File: src/rtl/uart_pkg.sv
// Shared types and helpers for the UART transmit path (and a future receiver).
package uart_pkg;

    typedef enum logic [2:0] {
        IDLE,
        START,
        DATA,
        PARITY,
        STOP
    } uart_state_e;

    localparam int PARITY_NONE = 0;
    localparam int PARITY_ODD  = 1;
    localparam int PARITY_EVEN = 2;

    function automatic int clk_per_bit(input int clock_frequency, input int baud_rate);
        return clock_frequency / baud_rate;
    endfunction

endpackage

File: src/rtl/uart_tx_frame_if.sv
// Byte-source handshake and line-side status of the UART transmitter.
interface uart_tx_frame_if #(
    parameter int DATA_BITS = 8
);
    logic [DATA_BITS-1:0] data;
    logic                 valid;
    logic                 ready;
    logic                 data_bit;
    logic                 busy;
    logic                 done;

    modport master (
        output data, valid,
        input  ready, data_bit, busy, done
    );

    modport slave (
        input  data, valid,
        output ready, data_bit, busy, done
    );
endinterface

File: src/rtl/uart_baud_gen.sv
// Bit-period timer: counts 0..clk_per_bit-1 and flags the terminal count.
module uart_baud_gen #(
    parameter int clock_frequency = 100000000,
    parameter int baud_rate       = 115200
) (
    input  logic clk,
    input  logic rst_n,
    input  logic clear_i,
    output logic tick_o
);
    localparam int CPB = uart_pkg::clk_per_bit(clock_frequency, baud_rate);
    localparam int TW  = (CPB > 1) ? $clog2(CPB) : 1;
    localparam logic [TW-1:0] TERMINAL = TW'(CPB - 1);

    if (CPB < 2) begin : g_bad_rate
        $error("uart_baud_gen: clock_frequency/baud_rate must be at least 2");
    end

    logic [TW-1:0] count_q;
    logic [TW-1:0] count_d;

    assign tick_o = (count_q == TERMINAL);

    always_comb begin
        count_d = count_q + TW'(1);
        if (clear_i || tick_o) begin
            count_d = '0;
        end
    end

    always_ff @(posedge clk) begin
        if (!rst_n) begin
            count_q <= '0;
        end else begin
            count_q <= count_d;
        end
    end
endmodule

File: src/rtl/uart_tx_frame.sv
// UART transmitter: accepts a word on valid/ready and sends start, data (LSB first),
// optional parity and stop bits on a registered line output.
module uart_tx_frame
    import uart_pkg::*;
#(
    parameter int clock_frequency = 100000000,
    parameter int baud_rate       = 115200,
    parameter int DATA_BITS       = 8,
    parameter int PARITY          = 0,
    parameter int STOP_BITS       = 1
) (
    input  logic            clk,
    input  logic            rst_n,
    uart_tx_frame_if.slave  bus
);
    localparam int CPB = clk_per_bit(clock_frequency, baud_rate);
    localparam int IW  = $clog2(DATA_BITS + 1);

    if (CPB < 2) begin : g_bad_rate
        $error("uart_tx_frame: clock_frequency/baud_rate must be at least 2");
    end
    if (DATA_BITS < 5 || DATA_BITS > 9) begin : g_bad_width
        $error("uart_tx_frame: DATA_BITS must be 5..9");
    end
    if (PARITY < PARITY_NONE || PARITY > PARITY_EVEN) begin : g_bad_parity
        $error("uart_tx_frame: PARITY must be 0, 1 or 2");
    end
    if (STOP_BITS < 1 || STOP_BITS > 2) begin : g_bad_stop
        $error("uart_tx_frame: STOP_BITS must be 1 or 2");
    end

    uart_state_e          state_q;
    logic [DATA_BITS-1:0] shift_q;
    logic                 parity_q;
    logic                 parity_d;
    logic [IW-1:0]        idx_q;
    logic                 data_bit_q;
    logic                 ready_q;
    logic                 busy_q;
    logic                 done_q;
    logic                 tick;

    // Timer is held at zero while idle so the start bit gets a full period from accept.
    uart_baud_gen #(
        .clock_frequency (clock_frequency),
        .baud_rate       (baud_rate)
    ) u_baud (
        .clk     (clk),
        .rst_n   (rst_n),
        .clear_i (state_q == IDLE),
        .tick_o  (tick)
    );

    always_comb begin
        parity_d = 1'b0;
        if (PARITY == PARITY_ODD) begin
            parity_d = ~^bus.data;
        end else if (PARITY == PARITY_EVEN) begin
            parity_d = ^bus.data;
        end
    end

    // The PARITY parameter shadows the imported state name, hence the scoped reference.
    always_ff @(posedge clk) begin
        if (!rst_n) begin
            state_q    <= IDLE;
            shift_q    <= '0;
            parity_q   <= 1'b0;
            idx_q      <= '0;
            data_bit_q <= 1'b1;
            ready_q    <= 1'b1;
            busy_q     <= 1'b0;
            done_q     <= 1'b0;
        end else begin
            done_q <= 1'b0;
            case (state_q)
                IDLE: begin
                    data_bit_q <= 1'b1;
                    if (bus.valid && ready_q) begin
                        shift_q    <= bus.data;
                        parity_q   <= parity_d;
                        idx_q      <= '0;
                        data_bit_q <= 1'b0;
                        ready_q    <= 1'b0;
                        busy_q     <= 1'b1;
                        state_q    <= START;
                    end
                end
                START: begin
                    if (tick) begin
                        data_bit_q <= shift_q[0];
                        shift_q    <= shift_q >> 1;
                        idx_q      <= '0;
                        state_q    <= DATA;
                    end
                end
                DATA: begin
                    if (tick) begin
                        if (idx_q == IW'(DATA_BITS - 1)) begin
                            idx_q <= '0;
                            if (PARITY != PARITY_NONE) begin
                                data_bit_q <= parity_q;
                                state_q    <= uart_pkg::PARITY;
                            end else begin
                                data_bit_q <= 1'b1;
                                state_q    <= STOP;
                            end
                        end else begin
                            data_bit_q <= shift_q[0];
                            shift_q    <= shift_q >> 1;
                            idx_q      <= idx_q + IW'(1);
                        end
                    end
                end
                uart_pkg::PARITY: begin
                    if (tick) begin
                        data_bit_q <= 1'b1;
                        idx_q      <= '0;
                        state_q    <= STOP;
                    end
                end
                STOP: begin
                    if (tick) begin
                        if (idx_q == IW'(STOP_BITS - 1)) begin
                            idx_q   <= '0;
                            ready_q <= 1'b1;
                            busy_q  <= 1'b0;
                            done_q  <= 1'b1;
                            state_q <= IDLE;
                        end else begin
                            idx_q <= idx_q + IW'(1);
                        end
                    end
                end
                default: begin
                    data_bit_q <= 1'b1;
                    ready_q    <= 1'b1;
                    busy_q     <= 1'b0;
                    state_q    <= IDLE;
                end
            endcase
        end
    end

    assign bus.ready    = ready_q;
    assign bus.data_bit = data_bit_q;
    assign bus.busy     = busy_q;
    assign bus.done     = done_q;
endmodule
File: src/flat_wrapper.sv
// flat-port wrapper written by rule: the top's interface ports become plain ports
module uart_tx_frame_flat import uart_pkg::*;
#(
    parameter int clock_frequency = 100000000,
    parameter int baud_rate       = 115200,
    parameter int DATA_BITS       = 8,
    parameter int PARITY          = 0,
    parameter int STOP_BITS       = 1
)
  (clk, rst_n, bus_data, bus_valid, bus_ready, bus_data_bit, bus_busy, bus_done);
  uart_tx_frame_if #(.DATA_BITS(DATA_BITS)) bus_i ();
  input  logic clk;
  input  logic rst_n;
  input wire logic [$bits(bus_i.data)-1:0] bus_data;
  input wire logic [$bits(bus_i.valid)-1:0] bus_valid;
  output wire logic [$bits(bus_i.ready)-1:0] bus_ready;
  output wire logic [$bits(bus_i.data_bit)-1:0] bus_data_bit;
  output wire logic [$bits(bus_i.busy)-1:0] bus_busy;
  output wire logic [$bits(bus_i.done)-1:0] bus_done;
  assign bus_i.data = bus_data;
  assign bus_i.valid = bus_valid;
  assign bus_ready = bus_i.ready;
  assign bus_data_bit = bus_i.data_bit;
  assign bus_busy = bus_i.busy;
  assign bus_done = bus_i.done;
  uart_tx_frame #(.clock_frequency(clock_frequency), .baud_rate(baud_rate), .DATA_BITS(DATA_BITS), .PARITY(PARITY), .STOP_BITS(STOP_BITS)) u_core (.clk(clk), .rst_n(rst_n), .bus(bus_i));
endmodule
File: config.mk
export PLATFORM = sky130hd
export DESIGN_NAME = uart_tx_frame_flat
export DESIGN_NICKNAME = d
export VERILOG_FILES = /design/src/rtl/uart_pkg.sv /design/src/rtl/uart_tx_frame_if.sv /design/src/rtl/uart_baud_gen.sv /design/src/rtl/uart_tx_frame.sv /design/src/flat_wrapper.sv
export SDC_FILE = /design/constraint.sdc
export NUM_CORES = 1
export LEC_CHECK = 0
export ABC_CLOCK_PERIOD_IN_PS = 1900
export BUFFER_PORTS_ARGS = -buffer_cell sky130_fd_sc_hd__buf_4
export CAP_MARGIN = 10
export CORE_AREA = 2 2 72 74
export DETAILED_ROUTE_END_ITERATION = 6
export DIE_AREA = 0 0 74 76
export GPL_TIMING_DRIVEN = 0
export SYNTH_ARGS = -nofsm -noshare
export SYNTH_HDL_FRONTEND = slang
export SYNTH_SLANG_ARGS = --single-unit
File: constraint.sdc
create_clock -name clk -period 1.9 [get_ports clk]
set_clock_uncertainty 0.15 [all_clocks]
set_input_delay 0.095 -clock clk [delete_from_list [all_inputs] [get_ports clk]]
set_output_delay 0.095 -clock clk [all_outputs]
set_load 0.02 [all_outputs]
; ---- Word-level counts from Yosys, hierarchy flattened
; Index checks and enable logic that the tools add are counted.
[op_classes]
n_reduce_logical = 15
n_mul = 0
eq_ne = 15
muxes = 35
order_cmp = 0
n_addsub = 2
shift = 0
n_bitwise = 3
div_mod_pow = 0
[ops]
columns = op, n
row1 = 8-bit 2-to-1 mux, 4
row2 = 4-bit 2-to-1 mux, 6
row3 = 8-bit case mux with 3 select lines, 1
row4 = 3-bit 2-to-1 mux, 7
row5 = 4-bit case mux with 4 select lines, 1
row6 = 3-bit case mux with 5 select lines, 1
row7 = 1-bit 2-to-1 mux, 12
row8 = "10-bit by 1-bit adder with 10-bit output, second input constant", 1
row9 = "10-bit == test, second input constant", 1
row10 = "2-bit inequality test, second input constant", 5
row11 = 5-bit AND reduction, 2
row12 = "2-bit by 1-bit inequality test with 1-bit output, second input constant", 4
row13 = 4-bit AND reduction, 2
row14 = 7-bit AND reduction, 1
row15 = "3-bit by 2-bit == test with 1-bit output, second input constant", 2
row16 = 1-bit case mux with 3 select lines, 2
row17 = 1-bit case mux with 5 select lines, 1
row18 = "4-bit by 1-bit adder with 4-bit output, second input constant", 1
row19 = "4-bit by 3-bit == test with 1-bit output, second input constant", 1
row20 = 4-bit zero test, 1
row21 = 4-bit nonzero test, 1
row22 = 2-bit OR reduction, 2
row23 = "3-bit by 1-bit == test with 1-bit output, second input constant", 1
row24 = "3-bit == test, second input constant", 1
row25 = 7 further kinds, 9
[totals]
latchBits = 0
mem_bits_rw = 0
in_bits = 11
out_inout_bits = 4
memories = 0
mem_bits_ro = 0
elab_cells = 78
regBits = 29

; ---- Logic depth before layout (Yosys ltp)
[depth]
depth_word = 4
mapped_depth = 7
mapped_depth_nobuf = 6

; ---- By module
; From an unflattened synthesis, not the netlist that was laid out.
[hier_totals]
hier_cells = 176
hier_area_um2 = 1565.3
[modules_own_cells]
columns = mod, seq_area_each_um2, cells_per_inst, n_inst, area_each_um2
row1 = uart_tx_frame, 380.4, 123, 1, 1111.1
row2 = uart_baud_gen, 200.2, 53, 1, 454.2

; ---- Worst setup path before layout
; OpenSTA, ideal clock, no wires.
[synth_path]
path_type = register -> register
start = register u_core.u_baud.count_q[4]
end = register u_core.shift_q[7]
t_arrival_ps = 1713
path_stages_with_launch = 8
setup_time_ps = 116
synth_period_minus_slack_ps = 1979
path_slack_ps = -79
path_buffers = 3
t_required_ps = 1634
cell_sequence = dfxtp_1 > buf_6 > or3_4 > or3_1 > buf_2 > a21o_1 > buf_6 > a31o_1
[synth_between]
elab_chain_cells = 3
word_cells_on_any_way = 4
classes_between = eq/ne (3) / reduce/logical (1)
[synth_rtl]
columns = element, line_no
row1 = "start, declared", uart_baud_gen.sv:19  ; logic [TW-1:0] count_q;
row2 = "start signal, assigned", uart_baud_gen.sv:35  ; count_q <= count_d;
row3 = 10-bit == test (*), uart_baud_gen.sv:22  ; assign tick_o = (count_q == TERMINAL);
row4 = 2-bit inequality test (no source line), n/a
row5 = 5-bit AND reduction (no source line) (*), n/a
row6 = "end signal, assigned", uart_tx_frame.sv:80  ; shift_q <= bus.data;
row7 = "end signal, assigned", uart_tx_frame.sv:92  ; shift_q <= shift_q >> 1;
row8 = "end signal, assigned", uart_tx_frame.sv:110  ; shift_q <= shift_q >> 1;
row9 = "end, declared", uart_tx_frame.sv:33  ; logic [DATA_BITS-1:0] shift_q;
; Mark *: on every way between the ends. The rest lies on a longest branch, timed or not.
; A chain may end at the register's enable or synchronous reset.

; ---- Worst setup path in the final report
[layout_path]
start = register u_core.u_baud.count_q[1]
end = register u_core.shift_q[7]
; The elaborated chain is that of the path after synthesis.

==> summary.txt <==
Layout
  • Fraction of layout instances using a drive strength above 1: 0.256
  • Core utilization of the finished layout: 0.427
  • Number of inserted diodes: 0
  • Synth-to-Final Area Change: 28.8%
  • Count of placed standard cells in the final layout, fillers left out: 285
  • Count of fill cells added during filler insertion: 490
  • Number of nets at the end of the flow: 228

Timing
  • Slew Limit Fails: 0
  • Final-report hold violation count: 0
  • Actual transition at the worst max-transition pin: 0.550 ns
  • Share of the clock period used by the worst path: 0.999
  • Final hold slack: 0.0434 ns
  • Setup-violating endpoint count in the final report: 0
  • Peak Freq: 0.527 GHz
  • Final worst path period need: 1.90 ns
  • RSZ-0062 raised after global routing: yes
  • Worst slew margin: 0.631

Clock tree
  • Root buf cell: sky130_fd_sc_hd__clkbuf_8
  • CTS Buffer Depth: 2
  • Num Clock Sinks: 29
  • H-tree depth: 2
  • Worst-Skew Late Latency: 0.29 ns
  • CTS tree: yes
  • Number of clock buffers inserted by TritonCTS: 5
  • CTS clock-pin slew for the worst setup and hold paths: 0.07 ns
  • # hold bufs at CTS: 0

Logic synthesis
  • Area share of and/or/nand/nor cells after synthesis: 0.273
  • Xor and xnor fraction of the mapped netlist area: 0.0484
  • Async S/R FF share, synth: 0
  • Synthesized-area fraction occupied by ao, oa, aoi and oai cells: 0.179
  • Largest family of logic cells by synthesized area: simple AND/OR/NAND/NOR gates
  • Number of synthesized flops with an enable pin: 0
  • Register bit total from synthesis: 29
  • Share of synthesized area spent on multiplexers: 0.0676
  • Net count of the mapped netlist: 202
  • Cell Area, Synth: 1630 um2
  • Dominant register cell in the synthesized netlist: sky130_fd_sc_hd__dfxtp_1
  • Yosys warnings: 0
  • Cells after synthesis: 188
  • Number of unique standard cell types used by synthesis: 48
  • Average size of a mapped cell: 8.66 um2
  • Share of synthesized cell area in full adder, half adder and majority cells: 0.0231
  • Sequential-to-total area share from yosys stat: 0.357

Detailed routing
  • Final routed wire length divided by cell count: 13.6 um
  • Total iterations of the first detailed-routing run: 4
  • Final ANT Viol Nets: 0
  • Via Count: 1491
  • Vias per cell: 5.23
  • Final wirelength: 3870 um
  • Total DRC errors in the routed layout: 0
  • DR iter-0 viols: 86

Setup path
  • Startpoint-to-endpoint class of the critical path: register to register
  • Data required time at the worst endpoint: 1.93 ns
  • Arrival time at the worst endpoint: 1.93 ns
  • Depth of the critical timing path with buffers and inverters included: 6
  • Crit path launch type: register
  • Critical-path cell with the highest stage delay: sky130_fd_sc_hd__or3_4
  • Crit. End Element: register
  • Cell depth of the worst flop-to-flop path: 6
  • Max FO, Critical Path: 8
  • Top cell family by delay on the critical path: simple AND/OR/NAND/NOR gates
  • Stage delay of the slowest cell on the critical path: 0.47 ns
  • Buffers & Inverters on Critical Path: 1
  • CP Cell Sequence: ha_4, nand4b_1, or3_4, a21o_1, buf_6, a31o_1

Worst hold path
  • Worst hold path class: input pin to register
  • Depth of the worst hold-timing path: 4

Job
  • Max-cap check violation count: 0

Placed design
  • Hpwl dp: 2540 um
  • Port buffer count: 13
  • Cell count after placement: 271
  • Final RePlAce weighted congestion: 0.774

Power and ir drop
  • Maximum resistive drop on vdd: 599 uV
  • Total power divided by cell area: 1110 nW/um2
  • Leakage component of the power: 0.000778 uW

Global route
  • Global-route wire length before repair: 6320 um
  • GRT Residual Overflow: 0
  • Global router's overall resource usage: 0.144
  • Via count of the first global-routing pass: 1375
  • Antenna violations before repair: 0
  • Pin count of the biggest net entering global routing: 11

Floorplanning
  • Die span in x: 74 um
  • I/O pin cnt: 15
  • Die outline area: 5620 um2
  • Core area: 4910 um2
  • Number of rows in the core area: 26
  • Die Y-Extent: 76 um
  • Initial core utilization: 0.331

Run status
  • Status: finished clean
[final cells by class]
class                      count  area [um2]  share of cell area
tap                           70        87.6              0.0418
sequential                    29         592               0.282
buffer                        11        58.8              0.0280
multi-input combinational    141        1090               0.521
timing repair buffer          22         169              0.0805
inverter                       4        15.0             0.00716
clock inverter                 2        10.0             0.00477
clock buffer                   6        72.6              0.0346
[sequential cells by signal, summed over array words and instances (netlist names)]
register               flops
u_core.shift_q             8
u_core.u_baud.count_q     10
u_core.bus.data_bit        1
u_core.bus.ready           1
u_core.idx_q               4
u_core.bus.busy            1
u_core.state_q             3
u_core.bus.done            1
[per-layer routing]
metal / part of all wire / GRT usage / vias to the layer above
met5: 0 / 0 / -
met4: 0.028 / 0.0764 / 0
met3: 0.041 / 0.0384 / 11
met2: 0.45 / 0.218 / 33
met1: 0.48 / 0.184 / 708
li1: - / - / 739
[synth_stat cells, types with 2 or more instances]
library cell	number	area, um2
sky130_fd_sc_hd__nand2_1	17	63.8
sky130_fd_sc_hd__o21a_1	8	60.1
sky130_fd_sc_hd__buf_2	2	10.0
sky130_fd_sc_hd__clkbuf_1	10	37.5
sky130_fd_sc_hd__ha_1	3	37.5
sky130_fd_sc_hd__dfxtp_1	29	581
sky130_fd_sc_hd__nand3_1	9	45.0
sky130_fd_sc_hd__a21o_1	3	22.5
sky130_fd_sc_hd__and3_1	4	25.0
sky130_fd_sc_hd__a32o_1	2	20.0
sky130_fd_sc_hd__o311ai_0	2	17.5
sky130_fd_sc_hd__nand3b_1	4	30.0
sky130_fd_sc_hd__nand4_1	3	18.8
sky130_fd_sc_hd__nor3b_1	9	67.6
sky130_fd_sc_hd__nor4_1	2	12.5
sky130_fd_sc_hd__inv_1	4	15.0
sky130_fd_sc_hd__and3b_1	2	17.5
sky130_fd_sc_hd__nor3_1	6	30.0
sky130_fd_sc_hd__buf_6	2	22.5
sky130_fd_sc_hd__xnor2_1	3	26.3
sky130_fd_sc_hd__o21ai_0	11	55.1
sky130_fd_sc_hd__xor2_1	6	52.6
sky130_fd_sc_hd__mux2i_1	11	110
sky130_fd_sc_hd__nor2_1	12	45.0
[power breakdown]
part | switching [uW] | internal [uW] | total [uW]
Clock | 238 | 253 | 491
Combinational | 528 | 485 | 1010
Sequential | 95.5 | 733 | 828
Total | 862 | 1470 | 2330
[cell usage in the layout, fill, tap and decap left out, drive strengths merged, types with 6 or more instances in the layout]
master	instances
dfxtp	29
buf	26
nand2	17
clkbuf	13
nor2	12
mux2i	11
o21ai	11
nand3	9
nor3b	9
o21a	8
xor2	6
nor3	6
[cells by family after synthesis]
logic type / Yosys count
muxes: 11
adders and majority gates: 3
buffers and inverters: 18
xor gates and xnor gates: 9
DFF: 29
AOI/OAI and AO/OA: 39
and+or+nand+nor: 79
[through the flow]
stage	setup TNS [ns]	worst slack, ns	total power (uW)	instance area (um2)
floorplan	-0.0788	-0.0788	1490	1630
global placement	-4.06	-0.226	1700	1810
detailed placement	-4.12	-0.222	1710	1810
CTS	-0.0162	-0.00882	2250	1980
global route	-0.748	-0.0902	2500	2100
finish	0	0.00211	2330	2100
[worst register-to-register path, cell delays in order, from the launching register on]
cell and delay [ns]:
sky130_fd_sc_hd__dfxtp_4 0.36, sky130_fd_sc_hd__ha_4 0.13, sky130_fd_sc_hd__nand4b_1 0.18, sky130_fd_sc_hd__or3_4 0.47
sky130_fd_sc_hd__a21o_1 0.19, sky130_fd_sc_hd__buf_6 0.15, sky130_fd_sc_hd__a31o_1 0.17
[final timing paths]
kind	start	endpoint	slack, ns
worst max register to register	u_core.u_baud.count_q[1]	u_core.shift_q[7]	0.002
worst min register to register	u_core.shift_q[4]	u_core.shift_q[4]	0.31
worst max-delay path	u_core.u_baud.count_q[1]	u_core.shift_q[7]	0.002
worst min-delay path	bus_data[7]	u_core.shift_q[7]	0.04
[repair_timing]
action / in CTS / in global routing
pin swaps: 4 / 10
setup endpoints to repair: 28 / 28
gates resized for setup: 18 / 20
buffers inserted: 5 / 4
(Power assumes the default switching activity.)
